[src/rtl/req_ack_pkg.sv]
// Shared definitions for the req/ack responder.
//   chan_state_e : per-channel FSM state (IDLE, WAIT_ACK, COOLDOWN)
//   DEF_*        : default values for the responder parameters
package req_ack_pkg;

    typedef enum logic [1:0] {
        IDLE     = 2'd0,
        WAIT_ACK = 2'd1,
        COOLDOWN = 2'd2
    } chan_state_e;

    localparam int DEF_NUM_CH      = 2;
    localparam int DEF_ACK_LATENCY = 4;
    localparam int DEF_MIN_GAP     = 8;
    localparam int DEF_CNT_W       = 32;

endpackage

[src/rtl/req_ack_channel.sv]
// One independent req/ack channel.
// Handshake: a req sampled high while the channel can accept is taken once;
// ack is a registered single-cycle pulse sampled high exactly ACK_LATENCY
// edges after the accepting edge; the next req is acceptable MIN_GAP edges
// after the accepting edge. reqs arriving earlier are dropped and flagged.
// Ports:
//   clk, rst    : clock, synchronous active-high reset
//   req         : request pulse
//   ack         : acknowledge pulse (registered)
//   state       : current FSM state (busy/debug observation)
//   err_spacing : sticky, a req arrived while the channel was not accepting
//   reqs_seen   : accepted-req count (wraps)
//   acks_seen   : issued-ack count (wraps)
module req_ack_channel
    import req_ack_pkg::*;
#(
    parameter int ACK_LATENCY = DEF_ACK_LATENCY,
    parameter int MIN_GAP     = DEF_MIN_GAP,
    parameter int CNT_W       = DEF_CNT_W
) (
    input  logic             clk,
    input  logic             rst,
    input  logic             req,
    output logic             ack,
    output chan_state_e      state,
    output logic             err_spacing,
    output logic [CNT_W-1:0] reqs_seen,
    output logic [CNT_W-1:0] acks_seen
);

    localparam int CW = $clog2(MIN_GAP + 1);
    localparam logic [CW-1:0] LAT_LOAD  = CW'(ACK_LATENCY - 1);
    localparam logic [CW-1:0] COOL_LOAD = CW'(MIN_GAP - ACK_LATENCY - 1);

    if (MIN_GAP <= ACK_LATENCY) begin : g_bad_gap
        $error("req_ack_channel: MIN_GAP must exceed ACK_LATENCY");
    end
    if (ACK_LATENCY < 1 || ACK_LATENCY > 64) begin : g_bad_lat
        $error("req_ack_channel: ACK_LATENCY must be 1..64");
    end

    chan_state_e      state_q, state_d;
    logic [CW-1:0]    cnt_q, cnt_d;
    logic             ack_q, ack_d;
    logic             err_q;
    logic [CNT_W-1:0] reqs_q, acks_q;
    logic             accept, drop;

    always_comb begin
        state_d = state_q;
        cnt_d   = cnt_q;
        accept  = 1'b0;
        drop    = 1'b0;
        case (state_q)
            IDLE: begin
                accept = req;
            end
            WAIT_ACK: begin
                drop = req;
                if (cnt_q == '0) begin
                    state_d = COOLDOWN;
                    cnt_d   = COOL_LOAD;
                end else begin
                    cnt_d = cnt_q - 1'b1;
                end
            end
            COOLDOWN: begin
                // The last cooldown cycle is also the first cycle at which a
                // new req is legal, so it accepts directly instead of
                // spending an extra cycle in IDLE.
                if (cnt_q == '0) begin
                    accept  = req;
                    state_d = IDLE;
                end else begin
                    drop  = req;
                    cnt_d = cnt_q - 1'b1;
                end
            end
            default: state_d = IDLE;
        endcase
        if (accept) begin
            state_d = WAIT_ACK;
            cnt_d   = LAT_LOAD;
        end
        // Register the ack so it is high in the cycle where WAIT_ACK holds 0.
        ack_d = (state_d == WAIT_ACK) && (cnt_d == '0);
    end

    always_ff @(posedge clk) begin
        if (rst) begin
            state_q <= IDLE;
            cnt_q   <= '0;
            ack_q   <= 1'b0;
            err_q   <= 1'b0;
            reqs_q  <= '0;
            acks_q  <= '0;
        end else begin
            state_q <= state_d;
            cnt_q   <= cnt_d;
            ack_q   <= ack_d;
            err_q   <= err_q | drop;
            reqs_q  <= reqs_q + CNT_W'(accept);
            acks_q  <= acks_q + CNT_W'(ack_q);
        end
    end

    assign ack         = ack_q;
    assign state       = state_q;
    assign err_spacing = err_q;
    assign reqs_seen   = reqs_q;
    assign acks_seen   = acks_q;

`ifdef FORMAL
    a_ack_after_accept : assert property (@(posedge clk) disable iff (rst)
        accept |-> ##ACK_LATENCY ack_q);
    a_no_spurious_ack : assert property (@(posedge clk) disable iff (rst)
        !$past(accept, ACK_LATENCY) |-> !ack_q);
    // With at most one req outstanding, acks trail reqs by zero or one
    // (modulo the counter width).
    a_acks_le_reqs : assert property (@(posedge clk) disable iff (rst)
        (acks_q == reqs_q) || (acks_q + CNT_W'(1) == reqs_q));
`endif

endmodule

[src/rtl/req_ack_responder.sv]
// Multi-channel req/ack responder: NUM_CH independent channels, each
// answering an accepted req with a single ack pulse ACK_LATENCY edges later.
// Ports:
//   clk, rst     : clock, synchronous active-high reset
//   req          : per-channel request pulses
//   ack          : per-channel acknowledge pulses
//   busy         : channel is in WAIT_ACK or COOLDOWN
//   err_spacing  : sticky per-channel early-req flag
//   reqs_seen    : per-channel accepted-req counts, channel c at [c*CNT_W +: CNT_W]
//   acks_seen    : per-channel issued-ack counts, same packing
//   cycle_count  : edges since reset deasserted (wraps)
module req_ack_responder
    import req_ack_pkg::*;
#(
    parameter int NUM_CH      = DEF_NUM_CH,
    parameter int ACK_LATENCY = DEF_ACK_LATENCY,
    parameter int MIN_GAP     = DEF_MIN_GAP,
    parameter int CNT_W       = DEF_CNT_W
) (
    input  logic                    clk,
    input  logic                    rst,
    input  logic [NUM_CH-1:0]       req,
    output logic [NUM_CH-1:0]       ack,
    output logic [NUM_CH-1:0]       busy,
    output logic [NUM_CH-1:0]       err_spacing,
    output logic [NUM_CH*CNT_W-1:0] reqs_seen,
    output logic [NUM_CH*CNT_W-1:0] acks_seen,
    output logic [CNT_W-1:0]        cycle_count
);

    if (NUM_CH < 1 || NUM_CH > 16) begin : g_bad_ch
        $error("req_ack_responder: NUM_CH must be 1..16");
    end

    chan_state_e ch_state [NUM_CH];

    for (genvar c = 0; c < NUM_CH; c++) begin : g_ch
        req_ack_channel #(
            .ACK_LATENCY (ACK_LATENCY),
            .MIN_GAP     (MIN_GAP),
            .CNT_W       (CNT_W)
        ) u_ch (
            .clk         (clk),
            .rst         (rst),
            .req         (req[c]),
            .ack         (ack[c]),
            .state       (ch_state[c]),
            .err_spacing (err_spacing[c]),
            .reqs_seen   (reqs_seen[c*CNT_W +: CNT_W]),
            .acks_seen   (acks_seen[c*CNT_W +: CNT_W])
        );
        assign busy[c] = (ch_state[c] != IDLE);
    end

    logic [CNT_W-1:0] cycle_q;

    always_ff @(posedge clk) begin
        if (rst) begin
            cycle_q <= '0;
        end else begin
            cycle_q <= cycle_q + CNT_W'(1);
        end
    end

    assign cycle_count = cycle_q;

endmodule

[config.mk]
export PLATFORM = sky130hd
export DESIGN_NAME = req_ack_responder
export DESIGN_NICKNAME = d
export VERILOG_FILES = /design/src/rtl/req_ack_pkg.sv /design/src/rtl/req_ack_channel.sv /design/src/rtl/req_ack_responder.sv
export SDC_FILE = /design/constraint.sdc
export NUM_CORES = 1
export LEC_CHECK = 0
export CORE_ASPECT_RATIO = 0.8
export CORE_UTILIZATION = 52
export DETAILED_ROUTE_END_ITERATION = 16
export GPL_TIMING_DRIVEN = 0
export PLACE_DENSITY = 0.81
export SYNTH_ARGS = -nofsm -noshare
export SYNTH_HDL_FRONTEND = slang
export SYNTH_HIERARCHICAL = 1
export SYNTH_SLANG_ARGS = --single-unit
[constraint.sdc]
create_clock -name clk -period 3.35 [get_ports clk]
set_input_delay 0.335 -clock clk [delete_from_list [all_inputs] [get_ports clk]]
set_output_delay 0.335 -clock clk [all_outputs]
set_load 0.01 [all_outputs]
==> results of run 1 <==
==> power by group <==
part           switching [mW]  leakage, nW  internal [mW]
clock                   0.889        0.274           1.05
sequential             0.0292         1.42           2.12
combinational           0.175         2.21          0.137
total                    1.09         3.91           3.31
==> routing by layer <==
metal / vias up / wire length [µm] / track usage
met5: - / 0 / 0
met4: 0 / 306 / 0.0918
met3: 25 / 1030 / 0.0473
met2: 197 / 9070 / 0.389
met1: 3419 / 9280 / 0.326
li1: 3600 / - / -
==> final cells by class <==
type | instances | area [µm²] | share of cell area
Buffer | 30 | 169 | 0.0157
Sequential cell | 176 | 3520 | 0.328
Multi-Input combinational cell | 693 | 4470 | 0.416
Timing Repair Buffer | 168 | 1680 | 0.157
Inverter | 16 | 60.1 | 0.00559
Tap cell | 210 | 263 | 0.0245
Clock buffer | 17 | 425 | 0.0396
Clock inverter | 15 | 148 | 0.0138
==> Yosys cell counts (11+ instances only) <==
| master | n |
|---|---|
| sky130_fd_sc_hd__and4_1 | 14 |
| sky130_fd_sc_hd__xor2_1 | 88 |
| sky130_fd_sc_hd__nor2_1 | 161 |
| sky130_fd_sc_hd__a21oi_1 | 26 |
| sky130_fd_sc_hd__nor3_1 | 12 |
| sky130_fd_sc_hd__o31ai_1 | 11 |
| sky130_fd_sc_hd__or3_1 | 11 |
| sky130_fd_sc_hd__nand2_1 | 47 |
| sky130_fd_sc_hd__nand3_1 | 70 |
| sky130_fd_sc_hd__xnor2_1 | 35 |
| sky130_fd_sc_hd__inv_1 | 16 |
| sky130_fd_sc_hd__and3_1 | 18 |
| sky130_fd_sc_hd__ha_1 | 21 |
| sky130_fd_sc_hd__or4_1 | 17 |
| sky130_fd_sc_hd__clkbuf_1 | 20 |
| sky130_fd_sc_hd__o21ai_0 | 21 |
| sky130_fd_sc_hd__nand4_1 | 43 |
| sky130_fd_sc_hd__nor2b_1 | 14 |
| sky130_fd_sc_hd__dfxtp_1 | 176 |
==> metrics by stage <==
| step | hold slack, ns | cell area (µm²) | util | setup WS (ns) | std cells |
|---|---|---|---|---|---|
| after CTS | 0.157 | 10700 | 0.705 | 0.0443 | 1325 |
| after floorplan | 0.481 | 8200 | - | 0.694 | 915 |
| after detailed placement | 0.463 | 10100 | 0.667 | 0.0853 | 1293 |
| after global placement | 0.458 | 10100 | 0.667 | 0.129 | 1293 |
| final | 0.174 | 10700 | 0.706 | 0.248 | 1325 |
| after global routing | 0.168 | 10700 | 0.706 | 0.0109 | 1325 |
==> kinds of logic after synthesis <==
family                   count (synthesis)  synth area share
AO/OA/AOI/OAI                           82            0.0592
XOR/XNOR                               123             0.131
adder cells (fa/ha/maj)                 21            0.0320
buffers and inverters                   46            0.0279
flip-flops                             176             0.429
multiplexers                             3           0.00412
AND/OR/NAND/NOR                        464             0.316
==> final timing paths <==
check	start	endpoint	slack (ns)	cells after the start
max	g_ch[1].u_ch/cnt_q[0]	g_ch[1].u_ch/reqs_seen[26]	0.25	12
min	rst	g_ch[1].u_ch/state[0]	0.17	2
max reg2reg	g_ch[1].u_ch/cnt_q[0]	g_ch[1].u_ch/reqs_seen[26]	0.25	12
min reg2reg	g_ch[0].u_ch/err_spacing	g_ch[0].u_ch/err_spacing	0.48	2
==> state kept, by name (all words and copies together) (netlist names) <==
signal / flops
g_ch.u_ch/state: 4
g_ch.u_ch/ack: 2
g_ch.u_ch/acks_seen: 64
g_ch.u_ch/cnt_q: 8
cycle_count: 32
g_ch.u_ch/err_spacing: 2
g_ch.u_ch/reqs_seen: 64
==> Implementation_results.wiki, run 1 <==
{| class="wikitable"
! Metric !! Value
|-
| Most common cell after layout, fill and taps aside || sky130_fd_sc_hd__dfxtp_1
|-
| Combined area of all synthesized cells || 8200 µm²
|-
| Kind of capture point of the worst setup path || register
|-
| Estimated wirelength of the detail-placed design || 14.0 mm
|-
| Most used cells in the layout excluding fill and tap cells || 176 x sky130_fd_sc_hd__dfxtp_1, 168 x sky130_fd_sc_hd__clkdlybuf4s50_1, 161 x sky130_fd_sc_hd__nor2_1
|-
| Leakage Power || 3.91 nW
|-
| Required time of the worst setup path || 3.70 ns
|-
| H-tree levels || 4
|-
| Floorplan core area || 15200 µm²
|-
| Rel. slew slack || 0.622
|-
| Number of endpoints failing setup at the final stage || 0
|-
| Power density over cell area || 410 nW/µm²
|-
| Share of cells above drive strength 1 || 0.0771
|-
| Max clock buf depth || 2
|-
| Pins over their slew limit || 0
|-
| Area overhead of the layout relative to synthesis || 30.9%
|-
| Status || finished, final reports clean
|-
| Setup TNS after final layout || 0 ns
|-
| Transition at the pin with the smallest max-transition slack || 0.567 ns
|-
| CTS tree || yes
|-
| Total grt overflow || 0
|-
| Port Buffers || 168
|-
| Crit path time final || 3.10 ns
|-
| Worst vdd ir || 0.000334 V
|-
| Dominant register cell in the synthesized netlist || sky130_fd_sc_hd__dfxtp_1
|-
| Die H || 114 µm
|-
| Crit-path cells || inv_1, ha_1, nor3b_4, inv_1, o21ai_2, and2_1, ha_1, nand2_1, nor3_4, nand3_1, or3_1, a21oi_1
|-
| Starting utilization of the core area || 0.539
|-
| Slowest stage delay, CP || 0.42 ns
|-
| Overall die area || 16300 µm²
|-
| Hold-fix buffers at CTS || 0
|-
| Inserted Clock Buffers || 17
|-
| Count of unique library cells instantiated by Yosys || 50
|-
| CTS Sinks || 176
|-
| Warnings from Yosys || 6
|-
| Count of flip-flops with a built-in enable after synthesis || 0
|-
| Number of buffers and inverters on the critical path || 2
|-
| WL/cell || 14.9 µm
|-
| Data arrival time of the critical path || 3.45 ns
|-
| Ports || 170
|-
| Share of synthesized flip-flops with an asynchronous set or reset || 0
|-
| Wire length of the first global-routing pass || 31.7 mm
|-
| Root buf cell || sky130_fd_sc_hd__clkbuf_16
|-
| Mapped Avg Cell Area || 8.97 µm²
|-
| Insertion delay of the later-clocked pin in the worst-skew pair || 0.42 ns
|-
| Row count || 40
|-
| Number of global-route vias before repair || 6598
|-
| Fmax || 322 MHz
|-
| Crit path launch type || register
|-
| Final Hold Viols || 0
|-
| Sequential cell area fraction in the yosys report || 0.429
|-
| Power after layout || 4.40 mW
|-
| Clock-pin slew on the worst setup and hold paths || 0.07 ns
|-
| Synth top area cells || sky130_fd_sc_hd__dfxtp_1 43%, sky130_fd_sc_hd__xor2_1 9.4%, sky130_fd_sc_hd__nor2_1 7.4%
|-
| Post-Syn Instances || 915
|-
| Cell at the slowest stage of the critical path || sky130_fd_sc_hd__nor3_4
|-
| Ratio of final minimum period to clock period || 0.926
|-
| Mapped Nets || 940
|-
| Library cell occupying the most area in the post-synthesis netlist || sky130_fd_sc_hd__dfxtp_1
|-
| Category of the most critical setup path || register to register
|-
| Die Span X || 142 µm
|-
| Vias per inst || 5.46
|-
| Post_cts resized || 0
|-
| Setup Fix Bufs, Post-CTS || 0
|-
| Maximum capacitance violations || 0
|-
| Overall fraction of global-route tracks in use || 0.244
|-
| Filler Cells Inserted || 1221
|-
| Fraction of post-synthesis cell area in the top cell type by area || 0.429
|-
| Number of diodes || 0
|-
| Post-Route Skew || 0.00955 ns
|-
| Number of storage elements in the synthesis netlist || 176
|-
| Worst path top cell family by delay || simple AND/OR/NAND/NOR gates
|-
| Detailed Route Iter0 Violations || 376
|-
| Class of the most critical hold timing path || input port to register
|-
| Antenna violations before repair || 0
|-
| Setup repair after global routing missed its margin || false
|-
| Largest fanout on the critical path || 10
|-
| Gpl congestion || 0.892
|-
| Post-layout nets || 1127
|-
| Pin count of the biggest net entering global routing || 18
|-
| Post-Route WL || 19.7 mm
|-
| DRC || 0
|-
| Total number of vias || 7241
|-
| Number of optimization iterations in the first detailed-route pass || 5
|-
| Post-detailed-route count of antenna-violating nets || 0
|}
Power figures use the tool's default switching activity.
==> run 2: changes to the inputs <==
--- a/config.mk
+++ b/config.mk
@@ -9,6 +9,7 @@
 export CORE_UTILIZATION = 52
 export DETAILED_ROUTE_END_ITERATION = 16
 export GPL_TIMING_DRIVEN = 0
+export MAX_ROUTING_LAYER = met4
 export PLACE_DENSITY = 0.81
 export SYNTH_ARGS = -nofsm -noshare
 export SYNTH_HDL_FRONTEND = slang
==> Implementation_results.wiki, run 2 (synthesized netlist as in run 1, its figures left out) <==
{| class="wikitable"
! Metric !! Value
|-
| Reg-to-reg slack, setup || 0.25 ns (about the same)
|-
| Final Hold Viols || 0 (unchanged)
|-
| Pin count of the biggest net entering global routing || 18 (unchanged)
|-
| Setup TNS after final layout || 0 ns (unchanged)
|-
| Largest fanout on the critical path || 10 (unchanged)
|-
| Number of cells traversed by the worst hold path || 2 (unchanged)
|-
| Total grt overflow || 0 (unchanged)
|-
| Number of global-route vias before repair || 6584 (-0.21%)
|-
| Number of diodes || 0 (unchanged)
|-
| Startpoint of the tightest hold check path || rst
|-
| Gpl congestion || 0.907 (+1.7%)
|-
| Post-detailed-route count of antenna-violating nets || 0 (unchanged)
|-
| Overall die area || 16300 µm² (unchanged)
|-
| Antenna violations before repair || 0 (unchanged)
|-
| Post-placement cell area || 10100 µm² (unchanged)
|-
| Category of the most critical setup path || register to register
|-
| Slowest stage delay, CP || 0.42 ns (about the same)
|-
| Overall fraction of global-route tracks in use || 0.251 (+0.00729)
|-
| CTS tree || yes
|-
| CTS Sinks || 176 (unchanged)
|-
| Sequential standard cell area || 3520 µm² (unchanged)
|-
| Startpoint of the lowest-slack register-to-register path || g_ch[1].u_ch/cnt_q[0]
|-
| Number of endpoints failing setup at the final stage || 0 (unchanged)
|-
| Maximum capacitance violations || 0 (unchanged)
|-
| Destination of the worst hold path || g_ch[0].u_ch/state[0]
|-
| Post-Route WL || 19.7 mm (-0.16%)
|-
| Filler Cells Inserted || 1221 (unchanged)
|-
| Clock-pin slew on the worst setup and hold paths || 0.07 ns (about the same)
|-
| Cell at the slowest stage of the critical path || sky130_fd_sc_hd__nor3_4
|-
| Die Span X || 142 µm (unchanged)
|-
| Row count || 40 (unchanged)
|-
| Detailed Route Iter0 Violations || 359 (-4.5%)
|-
| Ratio of final minimum period to clock period || 0.926 (about the same)
|-
| Total number of vias || 7216 (-0.35%)
|-
| Ports || 170 (unchanged)
|-
| Most common cell after layout, fill and taps aside || sky130_fd_sc_hd__dfxtp_1
|-
| Hold-fix buffers at CTS || 0 (unchanged)
|-
| Required time of the worst setup path || 3.70 ns (about the same)
|-
| Number of buffers and inverters on the critical path || 2 (unchanged)
|-
| Transition at the pin with the smallest max-transition slack || 0.571 ns (+0.00345 ns)
|-
| H-tree levels || 4 (unchanged)
|-
| Post-layout nets || 1127 (unchanged)
|-
| Die H || 114 µm (unchanged)
|-
| Port Buffers || 168 (unchanged)
|-
| Crit-path cells || inv_1, ha_1, nor3b_4, inv_1, o21ai_2, and2_1, ha_1, nand2_1, nor3_4, nand3_1, or3_1, a21oi_1
|-
| Pins over their slew limit || 0 (unchanged)
|-
| Share of cells above drive strength 1 || 0.0771 (unchanged)
|-
| Wire length of the first global-routing pass || 31.7 mm (about the same)
|-
| Vias per inst || 5.45 (-0.35%)
|-
| Estimated wirelength of the detail-placed design || 14.0 mm (unchanged)
|-
| Class of the most critical hold timing path || input port to register
|-
| Post-Route Skew || 0.00979 ns (+0.000238 ns)
|-
| Status || finished, final reports clean
|-
| DRC || 0 (unchanged)
|-
| Util after Layout || 0.706 (unchanged)
|-
| Max clock buf depth || 2 (unchanged)
|-
| Power after layout || 4.40 mW (about the same)
|-
| Kind of capture point of the worst setup path || register
|-
| Insertion delay of the later-clocked pin in the worst-skew pair || 0.43 ns (about the same)
|-
| Register-to-Register Path Depth || 12 (unchanged)
|-
| Starting utilization of the core area || 0.539 (unchanged)
|-
| Setup repair after global routing missed its margin || false
|-
| Fmax || 322 MHz (about the same)
|-
| Total area of multi-input combinational cells || 4470 µm² (unchanged)
|-
| Cell area after layout || 10700 µm² (unchanged)
|-
| Floorplan core area || 15200 µm² (unchanged)
|-
| Crit path launch type || register
|-
| Data arrival time of the critical path || 3.45 ns (about the same)
|-
| WL/cell || 14.8 µm (-0.16%)
|-
| Power density over cell area || 410 nW/µm² (about the same)
|-
| Number of optimization iterations in the first detailed-route pass || 4 (-1)
|-
| Inserted Clock Buffers || 17 (unchanged)
|-
| Root buf cell || sky130_fd_sc_hd__clkbuf_16
|-
| Worst vdd ir || 0.000333 V (-0.16%)
|-
| Leakage Power || 3.91 nW (unchanged)
|-
| RR Endpoint || g_ch[1].u_ch/reqs_seen[26]
|-
| Crit path time final || 3.10 ns (-0.000993 ns)
|-
| Rel. slew slack || 0.620 (-0.00230)
|-
| Most used cells in the layout excluding fill and tap cells || 176 x sky130_fd_sc_hd__dfxtp_1, 168 x sky130_fd_sc_hd__clkdlybuf4s50_1, 161 x sky130_fd_sc_hd__nor2_1
|-
| Worst path top cell family by delay || simple AND/OR/NAND/NOR gates
|-
| Area overhead of the layout relative to synthesis || 30.9% (unchanged)
|}
-- run 2: how the worst max path moves through the flow --
| stage | from | endpoint | slack [ns] | depth (start not counted) |
|---|---|---|---|---|
| 2_1_floorplan | g_ch[0].u_ch/cnt_q[0] | g_ch[0].u_ch/reqs_seen[26] | 0.69 | 12 |
| 3_3_place_gp | g_ch[1].u_ch/cnt_q[0] | g_ch[1].u_ch/reqs_seen[26] | 0.13 | 12 |
| 3_5_place_dp | g_ch[1].u_ch/cnt_q[0] | g_ch[1].u_ch/reqs_seen[26] | 0.09 | 12 |
| 4_1_cts | g_ch[1].u_ch/cnt_q[0] | g_ch[1].u_ch/reqs_seen[26] | 0.04 | 12 |
| 5_1_grt | g_ch[1].u_ch/cnt_q[0] | g_ch[1].u_ch/reqs_seen[26] | 0.01 | 12 |
| 6_report | g_ch[1].u_ch/cnt_q[0] | g_ch[1].u_ch/reqs_seen[26] | 0.25 | 12 |
-- run 2: layout make-up --
class                      instances  area share
multi-input combinational        693       0.416
clock buffer                      17      0.0396
sequential                       176       0.328
inverter                          16     0.00559
timing repair buffer             168       0.157
buffer                            30      0.0157
clock inverter                    15      0.0138
tap                              210      0.0245
-- run 2: through the flow --
| step | hold WS [ns] | setup slack (ns) | instances |
|---|---|---|---|
| 5_1_grt | 0.169 | 0.0110 | 1325 |
| 4_1_cts | 0.157 | 0.0443 | 1325 |
| 6_report | 0.171 | 0.249 | 1325 |
| 3_3_place_gp | 0.458 | 0.129 | 1293 |
| 2_1_floorplan | 0.481 | 0.694 | 915 |
| 3_5_place_dp | 0.463 | 0.0853 | 1293 |
-- run 2: worst register-to-register path: stages, from the launching register on --
cell	delay, ns
sky130_fd_sc_hd__dfxtp_1	0.35
sky130_fd_sc_hd__inv_1	0.07
sky130_fd_sc_hd__ha_1	0.19
sky130_fd_sc_hd__nor3b_4	0.29
sky130_fd_sc_hd__inv_1	0.18
sky130_fd_sc_hd__o21ai_2	0.30
sky130_fd_sc_hd__and2_1	0.18
sky130_fd_sc_hd__ha_1	0.20
sky130_fd_sc_hd__nand2_1	0.13
sky130_fd_sc_hd__nor3_4	0.42
sky130_fd_sc_hd__nand3_1	0.22
sky130_fd_sc_hd__or3_1	0.35
sky130_fd_sc_hd__a21oi_1	0.16
-- run 2: timing repair --
action / CTS / global route
setup endpoints to repair: 0 / 4
resized for setup: 0 / 3
buffers inserted: 0 / 0
-- run 2: per-layer routing --
| metal | up-vias | track usage | wire length, µm |
|---|---|---|---|
| met5 | - | - | 0 |
| met4 | 0 | 0.0918 | 299 |
| met3 | 25 | 0.0443 | 963 |
| met2 | 190 | 0.390 | 9030 |
| met1 | 3402 | 0.327 | 9370 |
| li1 | 3599 | - | - |
-- run 2: report_power, final --
part	internal [mW]	switching (mW)	total, mW
Combinational	0.137	0.175	0.312
Clock	1.05	0.890	1.94
Sequential	2.12	0.0289	2.15
Total	3.30	1.09	4.40
